## config.mk

```make
export PLATFORM = sky130hd
export DESIGN_NAME = decode_stage
export DESIGN_NICKNAME = d
export VERILOG_FILES = /design/src/rtl/decode_stage.sv
export SDC_FILE = /design/constraint.sdc
export NUM_CORES = 2
export LEC_CHECK = 0
export BUFFER_PORTS_ARGS = -buffer_cell sky130_fd_sc_hd__buf_2
export CORE_UTILIZATION = 62
export DETAILED_ROUTE_END_ITERATION = 8
export HOLD_SLACK_MARGIN = 0.02
export PLACE_DENSITY = 0.79
export RECOVER_POWER = 100
export SETUP_SLACK_MARGIN = 0.15
export SLEW_MARGIN = 10
export SYNTH_ARGS = -nofsm -noshare
export SYNTH_HDL_FRONTEND = slang
export SYNTH_SLANG_ARGS = --single-unit
```

## constraint.sdc

```tcl
create_clock -name clk -period 9.3 [get_ports clk]
set_clock_uncertainty 0.15 [all_clocks]
set_input_delay 0.93 -clock clk [delete_from_list [all_inputs] [get_ports clk]]
set_output_delay 0.93 -clock clk [all_outputs]
set_load 0.05 [all_outputs]
```

## src/rtl/decode_stage.sv

```systemverilog
// Pipelined instruction decode stage: one-entry stage register, decoder, integer
// register file and a pending-write scoreboard that stalls on RAW/WAW hazards.
module decode_stage #(
    parameter int XLEN   = 64,
    parameter int NREGS  = 32,
    parameter bit BYPASS = 1'b1
) (
    input  logic            clk,
    input  logic            rst_n,
    input  logic            in_valid,
    output logic            in_ready,
    input  logic [31:0]     in_instr,
    output logic            out_valid,
    input  logic            out_ready,
    output logic            out_rd_write,
    output logic            out_use_imm,
    output logic            out_illegal,
    output logic [1:0]      out_branch,
    output logic [6:0]      out_opcode,
    output logic [2:0]      out_funct3,
    output logic [6:0]      out_funct7,
    output logic [4:0]      out_rs1,
    output logic [4:0]      out_rs2,
    output logic [4:0]      out_rd,
    output logic [XLEN-1:0] out_rs1_data,
    output logic [XLEN-1:0] out_rs2_data,
    output logic [XLEN-1:0] out_imm,
    input  logic            wb_valid,
    input  logic [4:0]      wb_rd,
    input  logic [XLEN-1:0] wb_data,
    input  logic            flush
);
    localparam int RW = $clog2(NREGS);

    localparam logic [6:0] OPC_OP     = 7'h33;
    localparam logic [6:0] OPC_OP_IMM = 7'h13;
    localparam logic [6:0] OPC_LOAD   = 7'h03;
    localparam logic [6:0] OPC_STORE  = 7'h23;
    localparam logic [6:0] OPC_BRANCH = 7'h63;
    localparam logic [6:0] OPC_LUI    = 7'h37;
    localparam logic [6:0] OPC_AUIPC  = 7'h17;
    localparam logic [6:0] OPC_JAL    = 7'h6F;
    localparam logic [6:0] OPC_JALR   = 7'h67;

    localparam logic [1:0] BR_NONE  = 2'd0;
    localparam logic [1:0] BR_TRUE  = 2'd1;
    localparam logic [1:0] BR_FALSE = 2'd2;

    logic            d_valid;
    logic [31:0]     d_instr;
    logic [XLEN-1:0] regs [NREGS];
    logic [NREGS-1:0] pending, pend_set, pend_clr, pend_eff;

    logic [6:0] opcode;
    logic [2:0] funct3;
    logic [4:0] rs1, rs2, rd;
    logic       known, writes, uses_rs1, uses_rs2, bad_f3, reg_bad, illegal, rd_write;
    logic       hazard, fire, wb_hit;
    logic [1:0] branch;
    logic [XLEN-1:0] imm, imm_i, imm_s, imm_b, imm_u, imm_j;

    assign opcode = d_instr[6:0];
    assign funct3 = d_instr[14:12];
    assign rd     = d_instr[11:7];
    assign rs1    = d_instr[19:15];
    assign rs2    = d_instr[24:20];

    assign imm_i = {{(XLEN-12){d_instr[31]}}, d_instr[31:20]};
    assign imm_s = {{(XLEN-12){d_instr[31]}}, d_instr[31:25], d_instr[11:7]};
    assign imm_b = {{(XLEN-13){d_instr[31]}}, d_instr[31], d_instr[7], d_instr[30:25],
                    d_instr[11:8], 1'b0};
    assign imm_u = {{(XLEN-32){d_instr[31]}}, d_instr[31:12], 12'd0};
    assign imm_j = {{(XLEN-21){d_instr[31]}}, d_instr[31], d_instr[19:12], d_instr[20],
                    d_instr[30:21], 1'b0};

    always_comb begin
        known    = 1'b0;
        writes   = 1'b0;
        uses_rs1 = 1'b0;
        uses_rs2 = 1'b0;
        bad_f3   = 1'b0;
        branch   = BR_NONE;
        imm      = '0;
        case (opcode)
            OPC_OP: begin
                known = 1'b1; writes = 1'b1; uses_rs1 = 1'b1; uses_rs2 = 1'b1;
            end
            OPC_OP_IMM, OPC_LOAD, OPC_JALR: begin
                known = 1'b1; writes = 1'b1; uses_rs1 = 1'b1; imm = imm_i;
            end
            OPC_STORE: begin
                known = 1'b1; uses_rs1 = 1'b1; uses_rs2 = 1'b1; imm = imm_s;
            end
            OPC_BRANCH: begin
                known = 1'b1; uses_rs1 = 1'b1; uses_rs2 = 1'b1; imm = imm_b;
                case (funct3)
                    3'b000, 3'b100, 3'b110: branch = BR_TRUE;
                    3'b001, 3'b101, 3'b111: branch = BR_FALSE;
                    default:                bad_f3 = 1'b1;
                endcase
            end
            OPC_LUI, OPC_AUIPC: begin
                known = 1'b1; writes = 1'b1; imm = imm_u;
            end
            OPC_JAL: begin
                known = 1'b1; writes = 1'b1; imm = imm_j;
            end
            default: ;
        endcase
    end

    // Reduced register files reject any referenced index beyond x15.
    assign reg_bad  = (NREGS == 16) && ((uses_rs1 && rs1[4]) || (uses_rs2 && rs2[4]) ||
                                        (writes && rd[4]));
    assign illegal  = !known || bad_f3 || reg_bad;
    assign rd_write = writes && (rd != 5'd0) && !illegal;

    assign wb_hit = wb_valid && ({27'd0, wb_rd} < 32'(NREGS));

    always_comb begin
        pend_set = '0;
        pend_clr = '0;
        if (fire && !flush && rd_write) pend_set[rd[RW-1:0]] = 1'b1;
        if (wb_hit) pend_clr[wb_rd[RW-1:0]] = 1'b1;
    end

    // With bypass the retiring writeback releases its consumer in the same cycle.
    assign pend_eff = BYPASS ? (pending & ~pend_clr) : pending;

    assign hazard = !illegal && ((uses_rs1 && pend_eff[rs1[RW-1:0]]) ||
                                 (uses_rs2 && pend_eff[rs2[RW-1:0]]) ||
                                 (rd_write && pend_eff[rd[RW-1:0]]));

    assign out_valid = d_valid && !hazard;
    assign fire      = out_valid && out_ready;
    assign in_ready  = !flush && (!d_valid || fire);

    always_ff @(posedge clk or negedge rst_n) begin
        if (!rst_n) begin
            d_valid <= 1'b0;
            d_instr <= '0;
        end else if (in_valid && in_ready) begin
            d_valid <= 1'b1;
            d_instr <= in_instr;
        end else if (fire || flush) begin
            d_valid <= 1'b0;
        end
    end

    // Set beats clear when the same register retires and reissues together.
    always_ff @(posedge clk or negedge rst_n) begin
        if (!rst_n) begin
            pending <= '0;
        end else begin
            pending <= ((pending & ~pend_clr) | pend_set) & {{(NREGS-1){1'b1}}, 1'b0};
        end
    end

    always_ff @(posedge clk or negedge rst_n) begin
        if (!rst_n) begin
            for (int i = 0; i < NREGS; i++) regs[i] <= '0;
        end else if (wb_hit && (wb_rd != 5'd0)) begin
            regs[wb_rd[RW-1:0]] <= wb_data;
        end
    end

    always_comb begin
        out_rs1_data = (rs1 == 5'd0) ? '0 : regs[rs1[RW-1:0]];
        out_rs2_data = (rs2 == 5'd0) ? '0 : regs[rs2[RW-1:0]];
        if (BYPASS && wb_valid && (wb_rd == rs1) && (rs1 != 5'd0)) out_rs1_data = wb_data;
        if (BYPASS && wb_valid && (wb_rd == rs2) && (rs2 != 5'd0)) out_rs2_data = wb_data;
    end

    assign out_rd_write = rd_write;
    assign out_use_imm  = (opcode != OPC_OP) && (opcode != OPC_BRANCH);
    assign out_illegal  = illegal;
    assign out_branch   = branch;
    assign out_opcode   = opcode;
    assign out_funct3   = funct3;
    assign out_funct7   = d_instr[31:25];
    assign out_rs1      = rs1;
    assign out_rs2      = rs2;
    assign out_rd       = rd;
    assign out_imm      = imm;
endmodule

```

### After elaboration in Yosys (flattened, before gate mapping)

Index checks and enable logic that the tools add are counted.

* logic and storage cells: 153
* register bits: 2112

* reductions and logical operators: 48
* equal/unequal tests: 18
* mux-type cells: 36
* magnitude comparators: 10
* bitwise operators: 6

Operators by type and width (count)
* bitwise mux 2048 bit: 1
* binary-select mux 64 bit (select 5 bit): 2
* two-way mux 64 bit: 9
* demux 64 bit (select 5 bit): 1
* case mux 64 bit (5 select lines): 1
* two-way mux 32 bit: 2
* AND 32 bit: 1
* NOT 32 bit: 1
* OR 32 bit: 1
* < comparator 5 x 6 -> 1 bit (second input constant): 4
* == test 7 x 6 -> 1 bit (second input constant): 3
* == test 7 bit (second input constant): 3
* logical AND 1 bit: 21
* nonzero test 5 bit: 4
* greater-or-equal comparator 6 bit (second input constant): 3
* NOT 5 -> 6 bit: 3
* binary-select mux 1 bit (select 5 bit): 3
* == test 7 x 5 -> 1 bit (second input constant): 2
* two-way mux 1 bit: 13
* == test 3 bit (second input constant): 4
* OR reduction 3 bit: 4
* OR reduction 6 bit: 2
* demux 1 bit (select 5 bit): 2
* == test 5 bit: 2
* 16 further kinds: 26

### Depth between registers and ports, before layout

* depth after elaboration: 20
* depth in mapped cells: 13
* gate-level depth less buffers: 9

### Worst setup path before layout

No wires, ideal clock.

* path kind: reg2out
* start: register d_instr[21]
* end: output port out_rs2_data[19]
* cell stages (with the launch flop): 12
* setup slack: 4.065 ns
* arrival: 4.155 ns
* cell sequence: dfrtp_1 > buf_2 > buf_1 > clkbuf_1 > clkbuf_1 > buf_1 > clkbuf_1 > mux4_2 > mux2i_1 > o22ai_1 > a21oi_1 > o21ai_0

* word-level cells in the longest chain between the ends: 6

RTL lines
* start, declared: line 50 `logic [31:0] d_instr;`
* start signal, assigned: line 144 `d_instr <= in_instr;`
* NOT 5 -> 6 bit (not written as such): line 169 `out_rs2_data = (rs2 == 5'd0) ? '0 : regs[rs2[RW-1:0]];`
* binary-select mux 64 bit (select 5 bit): line 169
* two-way mux 64 bit (not written as such) (2 in a row): line 169
* two-way mux 64 bit: line 169
* two-way mux 64 bit (*): line 171 `if (BYPASS && wb_valid && (wb_rd == rs2) && (rs2 != 5'd0)) out_rs2_data = wb_data;`
* end, declared: line 26 `output logic [XLEN-1:0] out_rs2_data,`

Mark *: on every way between the ends. The rest lies on a longest branch, timed or not. The select of a mux whose other input is x is not followed.

### Final worst setup path

* start: register d_instr[16]
* end: output port out_rs1_data[13]

* word-level cells in the longest chain between the ends: 6

RTL lines
* NOT 5 -> 6 bit (not written as such): line 168 `out_rs1_data = (rs1 == 5'd0) ? '0 : regs[rs1[RW-1:0]];`
* binary-select mux 64 bit (select 5 bit): line 168
* two-way mux 64 bit (not written as such) (2 in a row): line 168
* two-way mux 64 bit: line 168
* two-way mux 64 bit (*): line 170 `if (BYPASS && wb_valid && (wb_rd == rs1) && (rs1 != 5'd0)) out_rs1_data = wb_data;`
* end, declared: line 25 `output logic [XLEN-1:0] out_rs1_data,`

Marked as above.

==> results.toml <==
[critical_path]
critPathMaxStageDelay_ps = 2710
crit_path_end_kind = "output port"
start_kind = "register"
critPathKind = "reg -> out"
slowest_stage = "clkbuf_1"
cp_max_fo = 52
cp.arrival_ps = 7100
worstPathCellList = "clkbuf_1 > buf_4 > mux4_2 > mux4_2 > mux2i_1 > o21ai_0 > clkbuf_1"
cp_data_required_time_ps = 8220

[outcome]
status = "finished, violations left"
failed_checks = "capacitance limit, slew limit"

[clocking]
cts_buffer_depth = 3
cts_root_buffer = "clkbuf_16"
cts_tree = "done"
cts-buffers-inserted = 218
clk_pin_slew_ps = 60
clock_sinks = 2112
cts_setup_buffers = 0
clock_latency_ps = 880
ctsHtreeMaxLevel = 4

[sta]
rsz0062_at_grt = "false"
slew_headroom_pct = -277.8
setup-violations-final = 0
period_share_pct = 87.93
hold_viol_final = 0
worstMarginPinSlew_ps = 5668
report.final.slew_viol_count = 3219
max_freq_mhz = 122.3
setup_tns_ps = 0
layout_min_cycle_time_ps = 8178

[logic_synthesis]
yosys.cell_count.top_type = "dfrtp_1"
syn-cell-area_um2 = 112600
synth_fp_nets = 7321
synthFlopType = "dfrtp_1"
netlist.area_leader.share_pct = 46.93
async_flop_share_pct = 100.0
ys_types = 68
synth_edf_count = 0
ys_ff_latch = 2112
seq_area_frac_synth_pct = 46.93
synthTopCellsByCount = "dfrtp_1 (2112), mux2_2 (1923), mux4_2 (1257), clkbuf_1 (711), nand2_1 (353)"
synthTopCellsByArea = "dfrtp_1 (47%), mux4_2 (25%), mux2_2 (19%)"
synth_area_per_cell_um2 = 15.61
syn-instance-count = 7214
ys_warn_count = 0
synth_top_area_cell = "dfrtp_1"

[job]
cap_violations = 83

[power_and_ir_drop]
ir_worst_vdd_mv = 0.2168
power_density_nw_per_um2 = 252.6
p_leak_nw = 51.96
total_power_mw = 30.84

[finish]
fill_cells = 12090
syn_to_final_growth_pct = 8.392
final-instance-count-excl-fill = 9590
seq_area_um2 = 52870
multi_input_area_um2 = 56310
drive_gt1_share_pct = 52.28
layout.nets = 7139

[grt]
grt_use_total_pct = 35.82
antenna_found_initial = 16
first_global_vias = 73180
busiest_layer = "met2"
met3_usage_pct = 8.170
grt_max_degree = 189
grt.overflow.total = 0
gr-usage-met2_pct = 55.88
grt_pass1_wl_um = 486000
grtUsageMet1_pct = 49.02

[die]
core_um2 = 180500
ios = 338
die_w_um = 428.2
die_h_um = 428.2
placement_rows = 156
die-area_um2 = 183400
start_util_pct = 62.38

[routing]
wl_per_cell_um = 33.65
vias = 70220
drc = 0
first_iter_violations = 8041
routed_wl_um = 322700
dr.pass1.iters = 6
vias_per_cell = 7.322
antenna_left = 0

[place]
gp_congestion = 0.8669
portBuffers = 337
place_inst = 9181
dp_hpwl_um = 174800

[min_path]
hold_class = "in -> reg"
==> layout by cell type, fill, tap and decap left out, types with 34 or more instances in the layout <==
cell type and instances:
mux2_2 1920, mux2i_1 165, clkbuf_8 55, clkbuf_16 221, mux4_2 1257, o21ai_0 193
nand2_1 353, clkbuf_1 306, buf_2 130, a21oi_1 34, dfrtp_1 2107, buf_4 42
nor2_1 41, clkinv_2 42
==> worst paths after layout <==
path / slack, ps / cells past startpoint / startpoint / end
max: 1120 / 7 / d_instr[16] / out_rs1_data[13]
min: 120 / 2 / flush / d_valid
max reg2reg: 2000 / 11 / d_instr[17] / d_instr[17]
min reg2reg: 240 / 0 / regs[1990] / regs[1990]
max in group asynchronous: 2260 / 4 / rst_n / regs[2013]
min in group asynchronous: 1880 / 2 / rst_n / d_instr[3]
==> registers in the layout, summed over array words and instances (netlist names) <==
name	count
d_instr	32
d_valid	1
regs	2048
pending	31
==> critical path, delay by kind of cell (launching register included) <==
family          cells  cell delay (ps)
buf+inv             3             4060
mux                 3             1210
flops               1              710
compound gates      1              170
==> routing by layer <==
layer | vias up | share of wire (%) | routed length [um]
met1 | 38180 | 38 | 121700
met4 | 12 | 4.7 | 15020
met3 | 825 | 9.5 | 30530
met2 | 3683 | 48 | 155400
met5 | - | 0.023 | 73
li1 | 27520 | - | -
==> timing repair <==
item,4_1_cts,5_1_grt
gates resized for setup,0,0
endpoints found under the hold margin,43,0
hold buffers,1,0
setup endpoints to repair,0,0
==> power breakdown <==
part | internal, mW | leakage, nW | switching, mW
Clock | 5.30 | 3.69 | 3.81
Sequential | 10.9 | 27.1 | 1.39
Combinational | 4.74 | 21.2 | 4.68
==> kinds of logic (layout without fill, tap and decap cells) <==
group | count (synthesis) | count (layout) | synth area share [%]
muxes | 3375 | 3375 | 46.23
other | 0 | 7 | 0
and+or+nand+nor | 495 | 495 | 1.889
AOI/OAI and AO/OA | 345 | 345 | 1.809
buffers and inverters | 878 | 877 | 3.073
DFF | 2112 | 2112 | 46.93
xor gates and xnor gates | 9 | 9 | 0.07000
==> layout make-up <==
class                   count  share of cell area (%)
multi-input cells        4224                   46.13
flip-flops and latches   2112                   43.31
clock buffers             318                   5.280
well taps                2370                   2.429
repair buffers            465                   1.956
clock inverters            83                  0.8354
inverters                  11                 0.04612
diodes                      7                 0.01435
==> stage by stage <==
stage / area (um2) / utilization [%] / worst slack (ps) / hold slack (ps)
final: 122100 / 67.61 / 1122 / 121.4
after floorplan: 112600 / - / 4065 / 291.3
after detailed placement: 115400 / 63.93 / 3469 / 233.6
after CTS: 122900 / 68.07 / 2517 / 84.01
after global routing: 122100 / 67.61 / 1156 / 92.50
after global placement: 115400 / 63.93 / 3482 / 226.3
Power figures use the tool's default switching activity.
